$ cat config.mk
export PLATFORM = sky130hd
export DESIGN_NAME = bht_update_ctrl
export DESIGN_NICKNAME = d
export VERILOG_FILES = /design/src/rtl/bht_update_ctrl.sv
export SDC_FILE = /design/constraint.sdc
export NUM_CORES = 1
export LEC_CHECK = 0
export ABC_CLOCK_PERIOD_IN_PS = 3350
export CAP_MARGIN = 20
export CORE_ASPECT_RATIO = 1.75
export CORE_MARGIN = 5
export CORE_UTILIZATION = 45
export DETAILED_ROUTE_END_ITERATION = 10
export PLACE_DENSITY_LB_ADDON = 0.15
export RECOVER_POWER = 25
export SLEW_MARGIN = 20
export SYNTH_ARGS = -nofsm -noshare
export SYNTH_HDL_FRONTEND = slang
export SYNTH_SLANG_ARGS = --single-unit
$ cat constraint.sdc
create_clock -name clk -period 3.35 [get_ports clk]
set_input_delay 0.335 -clock clk [delete_from_list [all_inputs] [get_ports clk]]
set_output_delay 0.335 -clock clk [all_outputs]
set_load 0.05 [all_outputs]
$ cat src/rtl/bht_update_ctrl.sv
// Branch-resolution controller: in-order prediction tracking FIFO driving the BHT write port.
// Optional statistics counters are compiled in when BHT_STATS_EN is defined.
module bht_update_ctrl #(
    parameter int ADDR_WIDTH = 6,
    parameter int DEPTH      = 4,
    parameter int CNT_WIDTH  = 16
) (
    input  logic                       clk,
    input  logic                       rst,
    input  logic                       pred_valid,
    input  logic [ADDR_WIDTH-1:0]      pred_addr,
    input  logic                       pred_taken,
    output logic                       pred_ready,
    input  logic                       res_valid,
    input  logic                       res_taken,
    input  logic                       flush,
    output logic                       wr_enable,
    output logic [ADDR_WIDTH-1:0]      address_wr,
    output logic                       counter_update,
    output logic                       mispredict,
    output logic [$clog2(DEPTH):0]     pending,
    output logic [CNT_WIDTH-1:0]       branch_count,
    output logic [CNT_WIDTH-1:0]       mispredict_count
);

    localparam int AW = $clog2(DEPTH);
    localparam int PW = AW + 1;

    logic [ADDR_WIDTH:0]   r_mem [DEPTH];
    logic [PW-1:0]         r_wptr;
    logic [PW-1:0]         r_rptr;

    logic                  w_empty;
    logic                  w_full;
    logic                  w_resolve;
    logic                  w_mis;
    logic                  w_clear;
    logic                  w_push;
    logic [ADDR_WIDTH-1:0] w_head_addr;
    logic                  w_head_taken;

    assign w_empty      = (r_wptr == r_rptr);
    assign w_full       = (r_wptr[PW-1] != r_rptr[PW-1]) &&
                          (r_wptr[AW-1:0] == r_rptr[AW-1:0]);
    assign w_head_addr  = r_mem[r_rptr[AW-1:0]][ADDR_WIDTH:1];
    assign w_head_taken = r_mem[r_rptr[AW-1:0]][0];
    assign w_resolve    = res_valid && !w_empty;
    assign w_mis        = w_resolve && (res_taken != w_head_taken);
    // A clear (flush or mispredict) wins over both pop and push this cycle.
    assign w_clear      = flush || w_mis;
    assign w_push       = pred_valid && !w_full && !w_clear;

    assign pred_ready   = !w_full;
    assign pending      = r_wptr - r_rptr;

    always_ff @(posedge clk) begin
        if (w_push) begin
            r_mem[r_wptr[AW-1:0]] <= {pred_addr, pred_taken};
        end
    end

    always_ff @(posedge clk or posedge rst) begin
        if (rst) begin
            r_wptr <= '0;
            r_rptr <= '0;
        end else if (w_clear) begin
            r_rptr <= r_wptr;
        end else begin
            if (w_resolve) r_rptr <= r_rptr + PW'(1);
            if (w_push)    r_wptr <= r_wptr + PW'(1);
        end
    end

    always_ff @(posedge clk or posedge rst) begin
        if (rst) begin
            wr_enable      <= 1'b0;
            address_wr     <= '0;
            counter_update <= 1'b0;
            mispredict     <= 1'b0;
        end else begin
            wr_enable  <= w_resolve;
            mispredict <= w_mis;
            if (w_resolve) begin
                address_wr     <= w_head_addr;
                counter_update <= res_taken;
            end
        end
    end

`ifdef BHT_STATS_EN
    logic [CNT_WIDTH-1:0] r_branch_cnt;
    logic [CNT_WIDTH-1:0] r_mis_cnt;

    always_ff @(posedge clk or posedge rst) begin
        if (rst) begin
            r_branch_cnt <= '0;
            r_mis_cnt    <= '0;
        end else begin
            if (w_resolve && (r_branch_cnt != '1)) r_branch_cnt <= r_branch_cnt + CNT_WIDTH'(1);
            if (w_mis && (r_mis_cnt != '1))        r_mis_cnt    <= r_mis_cnt + CNT_WIDTH'(1);
        end
    end

    assign branch_count     = r_branch_cnt;
    assign mispredict_count = r_mis_cnt;
`else
    assign branch_count     = '0;
    assign mispredict_count = '0;
`endif

endmodule
==> impl_metrics.py <==
metrics = {
    "status": {
        "status": "completed",
    },
    "yosys": {
        "synth.distinct_cells": 32,
        "ys_ff_latch": 43,
        "async_flop_share": 0.349,
        "yosys.area.top_type": "edfxtp_1",
        "synth_common_cells": "buf_4, edfxtp_1, nand2_1, dfrtp_1, inv_1",
        "yosys_most_used_dff": "edfxtp_1",
        "synth_cells": 165,
        "synth_area_um2": 2170,
        "synth_edf_count": 28,
        "avgSynthCellArea_um2": 13.1,
        "yosys_warnings": 0,
        "ys_top_cells_by_area": "edfxtp_1, dfrtp_1, buf_4, mux4_2, nand2_1",
        "synth_top_area_share": 0.388,
        "ys_seq_area_frac": 0.561,
        "yosysMostFrequentCell": "buf_4",
    },
    "setup_path": {
        "cp.required_ps": 3010,
        "cp_slowest_cell": "clkdlybuf4s50_1",
        "cp-start-kind": "flip-flop",
        "critPathLaunch": "r_rptr[0]$_DFFE_PP0P_",
        "ff2ff_setup_slack_ps": 570,
        "cp_max_fo": 13,
        "r2r-start": "r_rptr[0]$_DFFE_PP0P_",
        "cpPeakStageDelay_ps": 790,
        "worst-path-buf-inv": 2,
        "crit_chain": "ha_1, fa_1, inv_1, clkdlybuf4s50_1",
        "critical_path_class": "flip-flop to output port",
        "crit_family": "buffers and inverters",
        "worstPathArrival_ps": 2610,
        "critPathCaptureType": "output port",
    },
    "sta": {
        "slew_headroom": 0.570,
        "setup_viol": 0,
        "fin_ws_ps": 409,
        "drv_slew": 0,
        "rsz0062_at_grt": "no",
        "fin_tns_setup_ps": 0,
        "fmax_ghz": 0.340,
        "fin_crit_sh": 0.878,
        "skew_ps": 10.3,
        "hold_viol_final": 0,
        "tightest_slew_ps": 645,
        "post-route-min-period_ps": 2940,
    },
    "power": {
        "pwr-share-comb": 0.541,
        "power.leakage_nw": 1.00,
        "swShare": 0.472,
        "switching_power_mw": 1.19,
        "max-vdd-ir-drop_uv": 936,
        "p_clk_frac": 0.136,
        "seqPwrFrac": 0.323,
        "p_int_mw": 1.33,
        "p_per_area_nw_per_um2": 1030,
    },
    "die": {
        "die_h_um": 102,
        "core.rowCount": 33,
        "die-area_um2": 6360,
        "die_x_um": 62.5,
        "start_util": 0.465,
        "io_pins": 58,
        "core_area_um2": 4670,
    },
    "place": {
        "pre_cts_ws_ps": 512,
        "gp_congestion": 0.768,
        "place_hpwl_um": 3040,
        "portBuffers": 25,
        "post-place-cells": 239,
    },
    "route": {
        "viasPerCell": 4.80,
        "firstDrtPassIters": 4,
        "vias": 1185,
        "drtIter0Drc": 8,
        "ant_nets": 0,
        "drt_wl_total_um": 3710,
        "drc_errors": 0,
        "wire_per_inst_um": 15.0,
    },
    "finish": {
        "finalNetCount": 215,
        "fin_cells": 247,
        "nFillCells": 408,
        "final_util": 0.525,
        "area_growth_pct": 12.9,
        "seq_area_um2": 1220,
        "multi_input_area_um2": 769,
        "antenna_cells": 0,
        "drive_gt1_frac": 0.118,
    },
    "global_routing": {
        "grt_max_degree": 17,
        "grt_pass1_wl_um": 6000,
        "overflow": 0,
        "antenna_found_initial": 0,
        "grt_usage": 0.121,
        "grt_pass1_vias": 1228,
    },
    "cts": {
        "cts_sinks": 43,
        "ctsHoldBuffers": 0,
        "cts_made_buffers": 5,
        "cts_tree": "done",
        "cts_buffer_depth": 2,
        "cts_resized": 0,
        "clk_pin_slew_worst_paths_ps": 80,
        "clk_latency_ps": 300,
        "h-tree-depth": 2,
        "postCtsSetupBuffers": 0,
        "cts_root_buffer": "clkbuf_8",
    },
    "min_path": {
        "hold_path.class": "input pin to asynchronous set/reset pin",
    },
    "run": {
        "cap_violations": 0,
    },
}
## power by group through the flow
stage | Sequential (mW) | Clock [mW] | Combinational [mW]
after floorplan | 0.961 | 0 | 0.889
after detailed placement | 0.831 | 0 | 1.38
after global routing | 0.837 | 0.378 | 1.46
after CTS | 0.819 | 0.352 | 1.38
after global placement | 0.824 | 0 | 1.37
final | 0.814 | 0.342 | 1.37
## layout by cell type (no fill, tap or decap)
master	count
fa_1	1
nand2_1	26
mux2_1	1
clkbuf_8	5
nand4b_1	1
mux4_2	7
a22oi_1	1
mux2_2	1
a2111oi_4	1
a211oi_2	1
and2_1	4
inv_1	8
o21ai_0	1
mux2i_1	1
o211ai_1	1
edfxtp_1	28
nor2_1	4
nand3_1	3
nor2b_1	2
dfrtp_1	15
conb_1	32
clkdlybuf4s50_1	19
inv_6	2
clkinv_4	1
dlygate4sd3_1	6
xor2_1	2
or3_1	1
ha_1	7
xor2_2	1
xnor2_1	4
o21ai_4	1
nand4_1	3
buf_4	3
nand3b_1	1
## layout make-up
cell class                      instances  area share
Sequential cell                        43       0.497
Multi-Input combinational cell        108       0.314
Timing Repair Buffer                   28       0.111
Clock buffer                            5      0.0281
Tap cell                               52      0.0266
Inverter                                8      0.0123
Clock inverter                          3      0.0107
## per-stage QoR
| stage | power [mW] | hold WS, ps | area [µm²] |
|---|---|---|---|
| global placement | 2.19 | 467 | 2350 |
| floorplan | 1.85 | 236 | 2280 |
| detailed placement | 2.21 | 472 | 2350 |
| global route | 2.67 | 465 | 2450 |
| finish | 2.52 | 397 | 2450 |
| CTS | 2.55 | 424 | 2450 |
## registers in the layout, indices dropped and copies added, names as in the netlist
name and flops:
mispredict 1, counter_update 1, r_wptr 3, address_wr 6, r_rptr 3, wr_enable 1
r_mem 28
## path summary, 6_finish.rpt
kind,cells after the start,endpoint
worst max-delay path,4,pending[1]
worst min-delay path,2,address_wr[2]$_DFFE_PP0P_
worst min register to register,2,address_wr[1]$_DFFE_PP0P_
max in group asynchronous,2,r_rptr[2]$_DFFE_PP0P_
min in group clk,2,address_wr[1]$_DFFE_PP0P_
worst max register to register,6,r_mem[0][2]$_DFFE_PP_
## cell families (layout without fill, tap and decap cells)
logic type | count (synthesis) | count (layout) | synth area share
XOR/XNOR | 7 | 7 | 0.0317
multiplexers | 10 | 10 | 0.0877
AND/OR/NAND/NOR | 45 | 45 | 0.0952
AO/OA/AOI/OAI | 6 | 6 | 0.0352
other | 1 | 32 | 0.00173
adder cells (fa/ha/maj) | 8 | 8 | 0.0496
flip-flops | 43 | 43 | 0.561
buffers and inverters | 45 | 44 | 0.138
## metal layers
metal | track usage | routed length [µm] | share of wire
met5 | 0 | 0 | 0
met4 | 0.0490 | 52 | 0.014
met3 | 0.0319 | 248 | 0.067
met2 | 0.228 | 2130 | 0.57
met1 | 0.126 | 1280 | 0.35
No activity file was read; power rests on OpenSTA's default activity.
